**config.mk**
```make
export PLATFORM = sky130hd
export DESIGN_NAME = serial_sub_nbit
export DESIGN_NICKNAME = d
export VERILOG_FILES = /design/src/rtl/serial_sub_pkg.sv /design/src/rtl/sub_1bit.sv /design/src/rtl/serial_sub_nbit.sv
export SDC_FILE = /design/constraint.sdc
export NUM_CORES = 1
export LEC_CHECK = 0
export BUFFER_PORTS_ARGS = -buffer_cell sky130_fd_sc_hd__buf_2
export CAP_MARGIN = 20
export CORE_MARGIN = 1
export CORE_UTILIZATION = 30
export DETAILED_ROUTE_END_ITERATION = 10
export GPL_TIMING_DRIVEN = 0
export PLACE_DENSITY_LB_ADDON = 0.25
export SLEW_MARGIN = 25
export SYNTH_ARGS = -nofsm -noshare
export SYNTH_HDL_FRONTEND = slang
export SYNTH_SLANG_ARGS = --single-unit
```
**constraint.sdc**
```tcl
create_clock -name clk -period 1.93 [get_ports clk]
set_input_delay 0.579 -clock clk [delete_from_list [all_inputs] [get_ports clk]]
set_output_delay 0.579 -clock clk [all_outputs]
set_load 0.005 [all_outputs]
```
**src/rtl/serial_sub_pkg.sv**
```systemverilog
// Shared state encoding, default width and the full-subtractor equation
// used by the bit-serial subtractor.
package serial_sub_pkg;

  typedef enum logic [1:0] {
    IDLE = 2'd0,
    RUN  = 2'd1,
    DONE = 2'd2
  } state_t;

  localparam int DEF_WIDTH = 4;

  // Returns {bout, d} for one bit of a - b - bin.
  function automatic logic [1:0] full_sub(input logic a, input logic b, input logic bin);
    logic d;
    logic bout;
    d    = a ^ b ^ bin;
    bout = (~a & b) | (~(a ^ b) & bin);
    return {bout, d};
  endfunction

endpackage

```
**src/rtl/sub_1bit.sv**
```systemverilog
// 1-bit full subtractor: d = a - b - bin, bout = borrow out.
// Purely combinational, no state, no handshake.
module sub_1bit
  import serial_sub_pkg::*;
(
  input  logic a,
  input  logic b,
  input  logic bin,
  output logic d,
  output logic bout
);

  assign {bout, d} = full_sub(a, b, bin);

endmodule

```
**src/rtl/serial_sub_nbit.sv**
```systemverilog
// Bit-serial a - b, LSB first, one bit per clock through a single sub_1bit.
// Latency: out_valid visible WIDTH cycles after the input handshake.
// Backpressure: holds in DONE with diff/borrow stable until out_ready; in_ready only in IDLE.
module serial_sub_nbit
  import serial_sub_pkg::*;
#(
  parameter int WIDTH = DEF_WIDTH
) (
  input  logic             clk,
  input  logic             rst_n,
  input  logic             in_valid,
  output logic             in_ready,
  input  logic [WIDTH-1:0] a,
  input  logic [WIDTH-1:0] b,
  output logic             out_valid,
  input  logic             out_ready,
  output logic [WIDTH-1:0] diff,
  output logic             borrow
);

  localparam int CW = $clog2(WIDTH) + 1;
  localparam logic [CW-1:0] LAST = CW'(WIDTH - 1);

  state_t           state;
  state_t           state_nxt;
  logic [WIDTH-1:0] a_sh;
  logic [WIDTH-1:0] b_sh;
  logic [WIDTH-1:0] res_sh;
  logic [WIDTH-1:0] res_nxt;
  logic [CW-1:0]    cnt;
  logic             bin;
  logic             d_bit;
  logic             bout_bit;
  logic             last_bit;

  sub_1bit u_sub (
    .a    (a_sh[0]),
    .b    (b_sh[0]),
    .bin  (bin),
    .d    (d_bit),
    .bout (bout_bit)
  );

  assign last_bit  = (cnt == LAST);
  assign in_ready  = (state == IDLE);
  assign out_valid = (state == DONE);

  always_comb begin
    state_nxt = state;
    case (state)
      IDLE:    if (in_valid) state_nxt = RUN;
      RUN:     if (last_bit) state_nxt = DONE;
      DONE:    if (out_ready) state_nxt = IDLE;
      default: state_nxt = IDLE;
    endcase
  end

  // New difference bit enters at the MSB so the LSB lands at bit 0 after WIDTH shifts.
  always_comb begin
    res_nxt            = res_sh >> 1;
    res_nxt[WIDTH-1]   = d_bit;
  end

  always_ff @(posedge clk or negedge rst_n) begin
    if (!rst_n) begin
      state <= IDLE;
    end else begin
      state <= state_nxt;
    end
  end

  // diff/borrow are separate from the working register so they only change
  // when a new result completes.
  always_ff @(posedge clk or negedge rst_n) begin
    if (!rst_n) begin
      a_sh   <= '0;
      b_sh   <= '0;
      res_sh <= '0;
      bin    <= 1'b0;
      cnt    <= '0;
      diff   <= '0;
      borrow <= 1'b0;
    end else begin
      case (state)
        IDLE: begin
          if (in_valid) begin
            a_sh <= a;
            b_sh <= b;
            bin  <= 1'b0;
            cnt  <= '0;
          end
        end
        RUN: begin
          a_sh   <= a_sh >> 1;
          b_sh   <= b_sh >> 1;
          res_sh <= res_nxt;
          bin    <= bout_bit;
          cnt    <= cnt + 1'b1;
          if (last_bit) begin
            diff   <= res_nxt;
            borrow <= bout_bit;
          end
        end
        default: ;
      endcase
    end
  end

endmodule

```
==> flow_metrics.py, run 1 <==
metrics = {
    "final_layout": {
        "multi_input_area_um2": 413,
        "final_net_count": 118,
        "drive_gt1_share_pct": 40.2,
        "syn2layout_area_growth_pct": 21.6,
        "fin_area_um2": 1230,
        "seqCellArea_um2": 552,
        "fillers": 322,
        "antennaDiodeCount": 0,
    },
    "floorplanning": {
        "core_area_um2": 3130,
        "die_w_um": 60.2,
        "initial_core_util_pct": 32.5,
        "rows": 20,
        "num_io_pins": 19,
        "dieArea_um2": 3620,
        "chipHeight_um": 60.2,
    },
    "cts": {
        "hold_buffers": 0,
        "clk_latency_ps": 310,
        "clkSinkCount": 22,
        "cts_setup_buffers": 0,
        "cts-htree-levels": 1,
        "ctsResizeCount": 1,
        "clkTransAtPathRegs_ps": 120,
        "cts_tree": "built",
        "cts-buffers-inserted": 3,
        "cts_root_buffer": "clkbuf_4",
        "cts.path.max_buffers": 2,
    },
    "critical_path": {
        "required_ps": 1350,
        "start_kind": "flip-flop",
        "timing.rr.start": "cnt[0]",
        "worstSetupPathType": "reg -> out",
        "r2r_slack_ps": 400,
        "slowest_delay_ps": 390,
        "reg2regPathDepth": 4,
        "r2r-end": "diff[1]",
        "critPathBufInv": 4,
        "cp_cell_sequence": "buf_6, buf_4, nand2b_4, inv_1, buf_2",
        "arrival_ps": 1280,
        "cpMaxStageDelayCell": "dfrtp_1",
        "end_kind": "output pin",
        "cp_max_fo": 10,
        "crit_family": "buffers and inverters",
    },
    "logic_synthesis": {
        "synth_edf_count": 0,
        "synth_common_cells": "dfrtp_1, inv_1, mux2_2",
        "synthMuxAreaShare_pct": 9.73,
        "synth_top_area_cell": "dfrtp_1",
        "synthMostInstantiatedCell": "dfrtp_1",
        "synth_adder_area_share_pct": 4.43,
        "synth_seq_area_share_pct": 54.2,
        "synth.avg_cell_area_um2": 12.7,
        "yosys_most_used_dff": "dfrtp_1",
        "synthSimpleGateAreaFrac_pct": 12.7,
        "synthArstFlopShare_pct": 100,
        "ys_seq_elements": 22,
        "syn_area_um2": 1020,
        "yosys_warnings": 0,
        "yosys-top-cells-area": "dfrtp_1, mux2_2, inv_1",
        "synth_nets": 95,
        "synthXorXnorAreaFrac_pct": 0,
        "synth_top_area_share_pct": 54.2,
        "synth_cell_types": 26,
        "syn_inst": 80,
        "synth_top_family_by_area": "simple AND/OR/NAND/NOR gates",
        "synth-compound-area-share_pct": 12.3,
    },
    "drt": {
        "drc": 0,
        "detail_route.wirelength_um": 1820,
        "via_per_inst": 4.78,
        "vias": 698,
        "routedWlPerCell_um": 12.5,
        "drtIter0Drc": 9,
        "ant_nets": 0,
        "firstDrtPassIters": 4,
    },
    "run_status": {
        "status": "complete, no violations",
    },
    "global_route": {
        "grtUsageMet3_pct": 3.90,
        "grt_max_degree": 23,
        "met1_usage_pct": 14.6,
        "grt_usage_pct": 11.9,
        "grt_overflow_total": 0,
        "antenna_found_initial": 0,
        "grt_pass1_wl_um": 3170,
        "met2_usage_pct": 20.4,
        "grt_pass1_vias": 716,
        "busiest_layer": "met2",
    },
    "sta": {
        "clock.fmax_ghz": 0.538,
        "slew_violations": 0,
        "skew_ps": 5.02,
        "fin_crit_sh_pct": 96.4,
        "worstMarginPinSlew_ps": 489,
        "period_needed_ps": 1860,
        "tns_ps": 0,
        "finalHoldViolCount": 0,
        "rsz0062_at_grt": "false",
        "setup_violations": 0,
        "max_slew_margin_pct": 67.4,
    },
    "placement": {
        "hpwl_um": 1380,
        "post_dp_cell_area_um2": 1160,
        "place.gp.congestion": 0.699,
        "port_buffers": 18,
    },
    "pwr": {
        "power_density_nw_per_um2": 1610,
        "ir_worst_vdd_mv": 0.821,
        "leakagePower_nw": 0.580,
    },
    "hold_path": {
        "hp-class": "in -> async",
    },
    "job": {
        "maxCapViolations": 0,
    },
}
==> worst reg2reg max path: stages (launching register included) <==
cell and delay [ps]:
dfrtp_1 420, ha_1 200, ha_1 190, nand3b_1 250, mux2_2 380
==> cells in the final DEF, fill, tap and decap left out, drive strengths merged <==
cell type	count
o22ai	2
a221o	1
a21oi	1
nor2	1
o21bai	1
nand3b	1
o21ai	1
nand2b	4
nor3b	4
inv	9
bufinv	1
ha	2
fa	1
o221a	3
o21ba	1
or4b	3
mux2i	2
a32o	1
dfrtp	22
o2bb2ai	1
clkbuf	4
and2	1
a211oi	3
buf	22
mux2	7
nor4b	3
==> sequential cells by signal, indices dropped and copies added (netlist names) <==
name	flops
a_sh	4
b_sh	4
bin	1
borrow	1
cnt	3
diff	4
res_sh	3
state	2
==> through the flow <==
stage                     total power [mW]  worst slack (ps)  util (%)  cells  hold WS, ps
final                                 1.99              70.2      39.5    146          211
after detailed placement              1.65               363      37.1    142          488
after floorplan                       1.41               520         -     80          283
after global placement                1.61               362      37.1    142          467
after global routing                  2.18             0.181      39.5    146          233
after CTS                             2.01              16.1      38.9    146          223
==> report_power, final <==
group	internal [mW]	leakage (nW)	switching (mW)
Sequential	0.683	0.267	0.117
Combinational	0.458	0.285	0.388
Clock	0.210	0.0279	0.137
Total	1.35	0.580	0.642
==> area by class of cell <==
class | count | area share [%]
clock buffer | 3 | 1.82
inverter | 9 | 2.74
timing repair buffer | 18 | 7.29
multi-input combinational | 44 | 33.4
buffer | 5 | 3.14
sequential | 22 | 44.7
tap | 44 | 4.46
clock inverter | 1 | 2.43
==> cells by family after synthesis <==
| kind of cell | count (synthesis) |
|---|---|
| compound gates | 15 |
| fa+ha+maj | 3 |
| buf+inv | 14 |
| flops | 22 |
| mux | 9 |
| simple gates | 17 |
==> layer usage <==
layer,vias up,wire length [um]
met4,0,12
met2,21,842
met5,-,0
met3,2,97
li1,334,-
met1,341,867
==> worst max-delay path by stage <==
stage               depth (start not counted)   endpoint  startpoint
CTS                                         3   in_ready    state[1]
global placement                            5  out_valid    state[0]
global route                                5  out_valid    state[0]
floorplan                                   4    diff[0]      cnt[0]
detailed placement                          5  out_valid    state[0]
finish                                      5  out_valid    state[0]
Note: power is estimated with default switching activity, not from simulation.
==> run 2: changes to the inputs <==
--- a/config.mk
+++ b/config.mk
@@ -11,7 +11,6 @@
 export CORE_UTILIZATION = 30
 export DETAILED_ROUTE_END_ITERATION = 10
 export GPL_TIMING_DRIVEN = 0
-export PLACE_DENSITY_LB_ADDON = 0.25
 export SLEW_MARGIN = 25
 export SYNTH_ARGS = -nofsm -noshare
 export SYNTH_HDL_FRONTEND = slang
==> flow_metrics.py, run 2 (synthesis results as in run 1) <==
metrics = {
    "sta": {
        "hold_slack_ps": 208,
        "period_needed_ps": 1840,
        "clock.fmax_ghz": 0.543,
        "tns_ps": 0,
        "fin_crit_sh_pct": 95.5,
        "finalHoldViolCount": 0,
        "max_slew_margin_pct": 66.0,
        "worstMarginPinSlew_ps": 509,
        "rsz0062_at_grt": "false",
        "skew_ps": 5.39,
        "setup_violations": 0,
        "slew_violations": 0,
    },
    "critical_path": {
        "end_kind": "output pin",
        "cpMaxStageDelayCell": "dfrtp_2",
        "crit_top_cell": "buf_2",
        "slowest_delay_ps": 460,
        "required_ps": 1350,
        "cp_cell_sequence": "buf_2, nor2_2, buf_2",
        "worstSetupPathType": "reg -> out",
        "reg2regPathDepth": 4,
        "arrival_ps": 1260,
        "r2r-end": "diff[1]",
        "r2r_slack_ps": 370,
        "cp_max_fo": 10,
        "timing.rr.start": "cnt[0]",
        "start_kind": "flip-flop",
    },
    "floorplanning": {
        "chipHeight_um": 60.2,
        "num_io_pins": 19,
        "dieArea_um2": 3620,
        "rows": 20,
        "initial_core_util_pct": 32.5,
        "core_area_um2": 3130,
        "die_w_um": 60.2,
    },
    "final_layout": {
        "reg_top3": "a_sh (4), b_sh (4), diff (4)",
        "utilization_pct": 39.4,
        "syn2layout_area_growth_pct": 21.2,
        "antennaDiodeCount": 0,
        "final_common_cell": "dfrtp_1",
        "final_cell_mix": "dfrtp_1, buf_2, inv_1",
        "drive_gt1_share_pct": 40.2,
        "final_net_count": 118,
    },
    "drt": {
        "routedWlPerCell_um": 12.5,
        "detail_route.wirelength_um": 1830,
        "firstDrtPassIters": 4,
        "drc": 0,
        "vias": 685,
        "ant_nets": 0,
        "drtIter0Drc": 24,
        "via_per_inst": 4.69,
    },
    "global_route": {
        "grt_usage_pct": 11.8,
        "grtUsageMet3_pct": 3.90,
        "grt_overflow_total": 0,
        "busiest_layer": "met2",
        "met1_usage_pct": 16.9,
        "grt_pass1_vias": 680,
        "antenna_found_initial": 0,
        "grt_pass1_wl_um": 3150,
        "grt_max_degree": 23,
        "met2_usage_pct": 17.9,
    },
    "hold_path": {
        "hp-class": "in -> async",
    },
    "cts": {
        "clk_latency_ps": 300,
        "cts_tree": "built",
        "clkTransAtPathRegs_ps": 120,
        "cts_root_buffer": "clkbuf_4",
        "cts.path.max_buffers": 2,
        "cts_setup_buffers": 0,
        "ctsResizeCount": 0,
        "clkSinkCount": 22,
        "cts-htree-levels": 1,
        "cts-buffers-inserted": 3,
        "hold_buffers": 0,
    },
    "pwr": {
        "ir_worst_vdd_mv": 0.680,
        "power_density_nw_per_um2": 1630,
        "power_mw": 2.00,
        "leakagePower_nw": 0.581,
    },
    "job": {
        "maxCapViolations": 0,
    },
    "placement": {
        "port_buffers": 18,
        "place.gp.congestion": 0.721,
        "hpwl_um": 1330,
    },
    "run_status": {
        "status": "complete, no violations",
    },
}
## run 2: cell count changes in the layout (fill, tap and decap cells not counted)
cell      change
buf_6         +1
clkbuf_4      -1
nor2_4        -1
buf_4         -1
nor2_2        +1
buf_2         +1
## run 2: metal layers
layer,share of wire [%],up-vias,wire (um)
met5,0,-,0
met4,0,0,0
met3,5.5,0,101
met2,46,21,844
met1,48,334,884
li1,-,330,-
## run 2: worst max-delay path by stage
stage          startpoint         to  slack [ps]  depth (start not counted)
6_report         state[1]   in_ready          90                          3
5_1_grt          state[1]   in_ready          10                          3
4_1_cts          state[0]  out_valid          10                          5
3_5_place_dp     in_valid    b_sh[1]         360                          4
3_3_place_gp       cnt[0]    diff[0]         380                          4
2_1_floorplan      cnt[0]    diff[0]         520                          4
## run 2: metrics by stage
| step | std cells | setup WS, ps | cell area [um^2] |
|---|---|---|---|
| 2_1_floorplan | 80 | 520 | 1020 |
| 3_3_place_gp | 142 | 381 | 1160 |
| 3_5_place_dp | 142 | 364 | 1160 |
| 4_1_cts | 146 | 10.4 | 1210 |
| 5_1_grt | 146 | 10.6 | 1230 |
| 6_report | 146 | 87.6 | 1230 |
## run 2: area by class of cell
type	count	area [um^2]
fillers	312	1900
flip-flops and latches	22	552
multi-input cells	44	408
repair buffers	18	90.1
well taps	44	55.1
plain buffers	5	40.0
inverters	9	33.8
clock inverters	1	30.0
clock buffers	3	22.5
## run 2: where the power goes
part           internal, mW  switching [mW]  leakage [nW]
clock                 0.210           0.138        0.0279
combinational         0.459           0.391         0.286
sequential            0.684           0.122         0.267
## run 2: critical path, delay by kind of cell (launching register included)
family / cells / cell delay (ps)
buf+inv: 2 / 340
flops: 1 / 460
simple gates: 1 / 160
==> run 3: changes to the inputs <==
--- a/config.mk
+++ b/config.mk
@@ -11,7 +11,8 @@
 export CORE_UTILIZATION = 30
 export DETAILED_ROUTE_END_ITERATION = 10
 export GPL_TIMING_DRIVEN = 0
-export SLEW_MARGIN = 25
+export SLEW_MARGIN = 20
 export SYNTH_ARGS = -nofsm -noshare
 export SYNTH_HDL_FRONTEND = slang
+export SYNTH_HIERARCHICAL = 1
 export SYNTH_SLANG_ARGS = --single-unit
==> flow_metrics.py, run 3 <==
metrics = {
    "floorplanning": {
        "chipHeight_um": 59.9,
        "num_io_pins": 19,
        "core_area_um2": 3130,
        "initial_core_util_pct": 32.2,
        "rows": 20,
        "die_w_um": 59.9,
        "dieArea_um2": 3590,
    },
    "hold_path": {
        "hp-class": "in -> async",
    },
    "critical_path": {
        "arrival_ps": 1250,
        "r2r_slack_ps": 390,
        "start_kind": "flip-flop",
        "required_ps": 1350,
        "cp_max_fo": 5,
        "cp_cell_sequence": "nor2_1, buf_2",
        "worstSetupPathType": "reg -> out",
        "cpMaxStageDelayCell": "dfrtp_1",
        "slowest_delay_ps": 440,
        "end_kind": "output pin",
    },
    "global_route": {
        "grt_usage_pct": 11.8,
        "antenna_found_initial": 0,
        "grt_max_degree": 23,
        "grt_pass1_wl_um": 3030,
        "grt_overflow_total": 0,
        "grt_pass1_vias": 666,
    },
    "logic_synthesis": {
        "syn_inst": 81,
        "synth_top_area_cell": "dfrtp_1",
        "synth_common_cells": "dfrtp_1, inv_1, mux2_2",
        "synthMostInstantiatedCell": "dfrtp_1",
        "ys_seq_elements": 22,
        "yosys_warnings": 6,
        "synth_edf_count": 0,
        "synth_top_area_share_pct": 54.7,
        "syn_area_um2": 1010,
        "synthArstFlopShare_pct": 100,
        "yosys-top-cells-area": "dfrtp_1, mux2_2, inv_1",
        "synth_cell_types": 22,
        "synth_seq_area_share_pct": 54.7,
        "yosys_most_used_dff": "dfrtp_1",
        "synth_nets": 96,
        "synth.avg_cell_area_um2": 12.4,
    },
    "cts": {
        "clk_latency_ps": 300,
        "hold_buffers": 0,
        "cts.path.max_buffers": 2,
        "cts_tree": "built",
        "clkTransAtPathRegs_ps": 120,
        "clkSinkCount": 22,
        "cts-buffers-inserted": 3,
        "cts_root_buffer": "clkbuf_4",
        "cts-htree-levels": 1,
    },
    "drt": {
        "drtIter0Drc": 14,
        "via_per_inst": 4.65,
        "firstDrtPassIters": 5,
        "drc": 0,
        "routedWlPerCell_um": 12.3,
        "detail_route.wirelength_um": 1790,
        "vias": 679,
        "ant_nets": 0,
    },
    "sta": {
        "clock.fmax_ghz": 0.545,
        "worstMarginPinSlew_ps": 493,
        "fin_crit_sh_pct": 95.0,
        "period_needed_ps": 1830,
        "skew_ps": 5.28,
        "rsz0062_at_grt": "false",
        "max_slew_margin_pct": 67.1,
        "tns_ps": 0,
        "setup_violations": 0,
        "slew_violations": 0,
        "finalHoldViolCount": 0,
    },
    "final_layout": {
        "final_cell_mix": "dfrtp_1, buf_2, inv_1",
        "final_common_cell": "dfrtp_1",
        "final_net_count": 118,
        "drive_gt1_share_pct": 34.3,
        "fillers": 321,
        "utilization_pct": 37.9,
        "antennaDiodeCount": 0,
        "syn2layout_area_growth_pct": 17.9,
        "reg_top3": "a_sh (4), b_sh (4), diff (4)",
    },
    "pwr": {
        "power_density_nw_per_um2": 1570,
        "ir_worst_vdd_mv": 0.589,
        "leakagePower_nw": 0.575,
    },
    "placement": {
        "hpwl_um": 1260,
        "port_buffers": 17,
        "place.gp.congestion": 0.682,
    },
    "run_status": {
        "status": "complete, no violations",
    },
    "job": {
        "maxCapViolations": 0,
    },
}
run 3: path summary, 6_finish.rpt:
check                                 end  startpoint  depth (start not counted)
worst min register to register    b_sh[3]     b_sh[3]                          1
worst max-delay path             in_ready    state[1]                          2
worst max register to register    diff[1]      cnt[0]                          4
min in group clk                 state[1]   out_ready                          2
max in group asynchronous       res_sh[1]       rst_n                          1
worst min-delay path              a_sh[0]       rst_n                          1
run 3: per-stage QoR:
stage          setup slack [ps]  instances  total power, mW  area (um^2)  hold slack [ps]
3_5_place_dp                310        142             1.64         1150              486
4_1_cts                    38.1        146             1.89         1180              227
3_3_place_gp                310        142             1.61         1150              478
2_1_floorplan               543         81             1.41         1010              283
6_report                   96.8        146             1.87         1190              219
5_1_grt                    1.72        146             2.05         1190              249
run 3: power by group:
part | switching, mW | leakage [nW] | internal, mW
registers | 0.120 | 0.268 | 0.681
logic | 0.371 | 0.286 | 0.446
clock network | 0.135 | 0.0210 | 0.115
total | 0.625 | 0.575 | 1.24
run 3: area by class of cell:
cell class	instances	area [um^2]	area share [%]
Tap cell	44	55.1	4.64
Multi-Input combinational cell	42	374	31.5
Timing Repair Buffer	17	85.1	7.17
Sequential cell	22	551	46.4
Buffer	5	40.0	3.38
Inverter	12	45.0	3.80
Clock buffer	4	36.3	3.06
run 3: cell families after synthesis:
kind of cell | count (synthesis) | synth area share (%)
flip-flops | 22 | 54.7
buffers and inverters | 17 | 8.08
AND/OR/NAND/NOR | 16 | 11.3
AO/OA/AOI/OAI | 14 | 11.3
multiplexers | 9 | 10.1
adder cells (fa/ha/maj) | 3 | 4.48
run 3: timing repair:
| item | CTS | global route |
|---|---|---|
| setup buffers | 0 | 0 |
| setup endpoints to repair | 1 | 1 |
| gates cloned | 0 | 0 |
| gates resized for setup | 1 | 3 |
run 3: per-layer routing:
metal  vias to the layer above  track usage (%)  wire length, um
met3                         2             4.98              109
met4                         0             2.99               19
met1                       329             14.2              888
li1                        327                -                -
met5                         -                0                0
met2                        21             19.2              772
run 3: critical path, delay by kind of cell, from the launching register on:
family	cells	cell delay [ps]
buf+inv	1	190
flops	1	440
simple gates	1	330
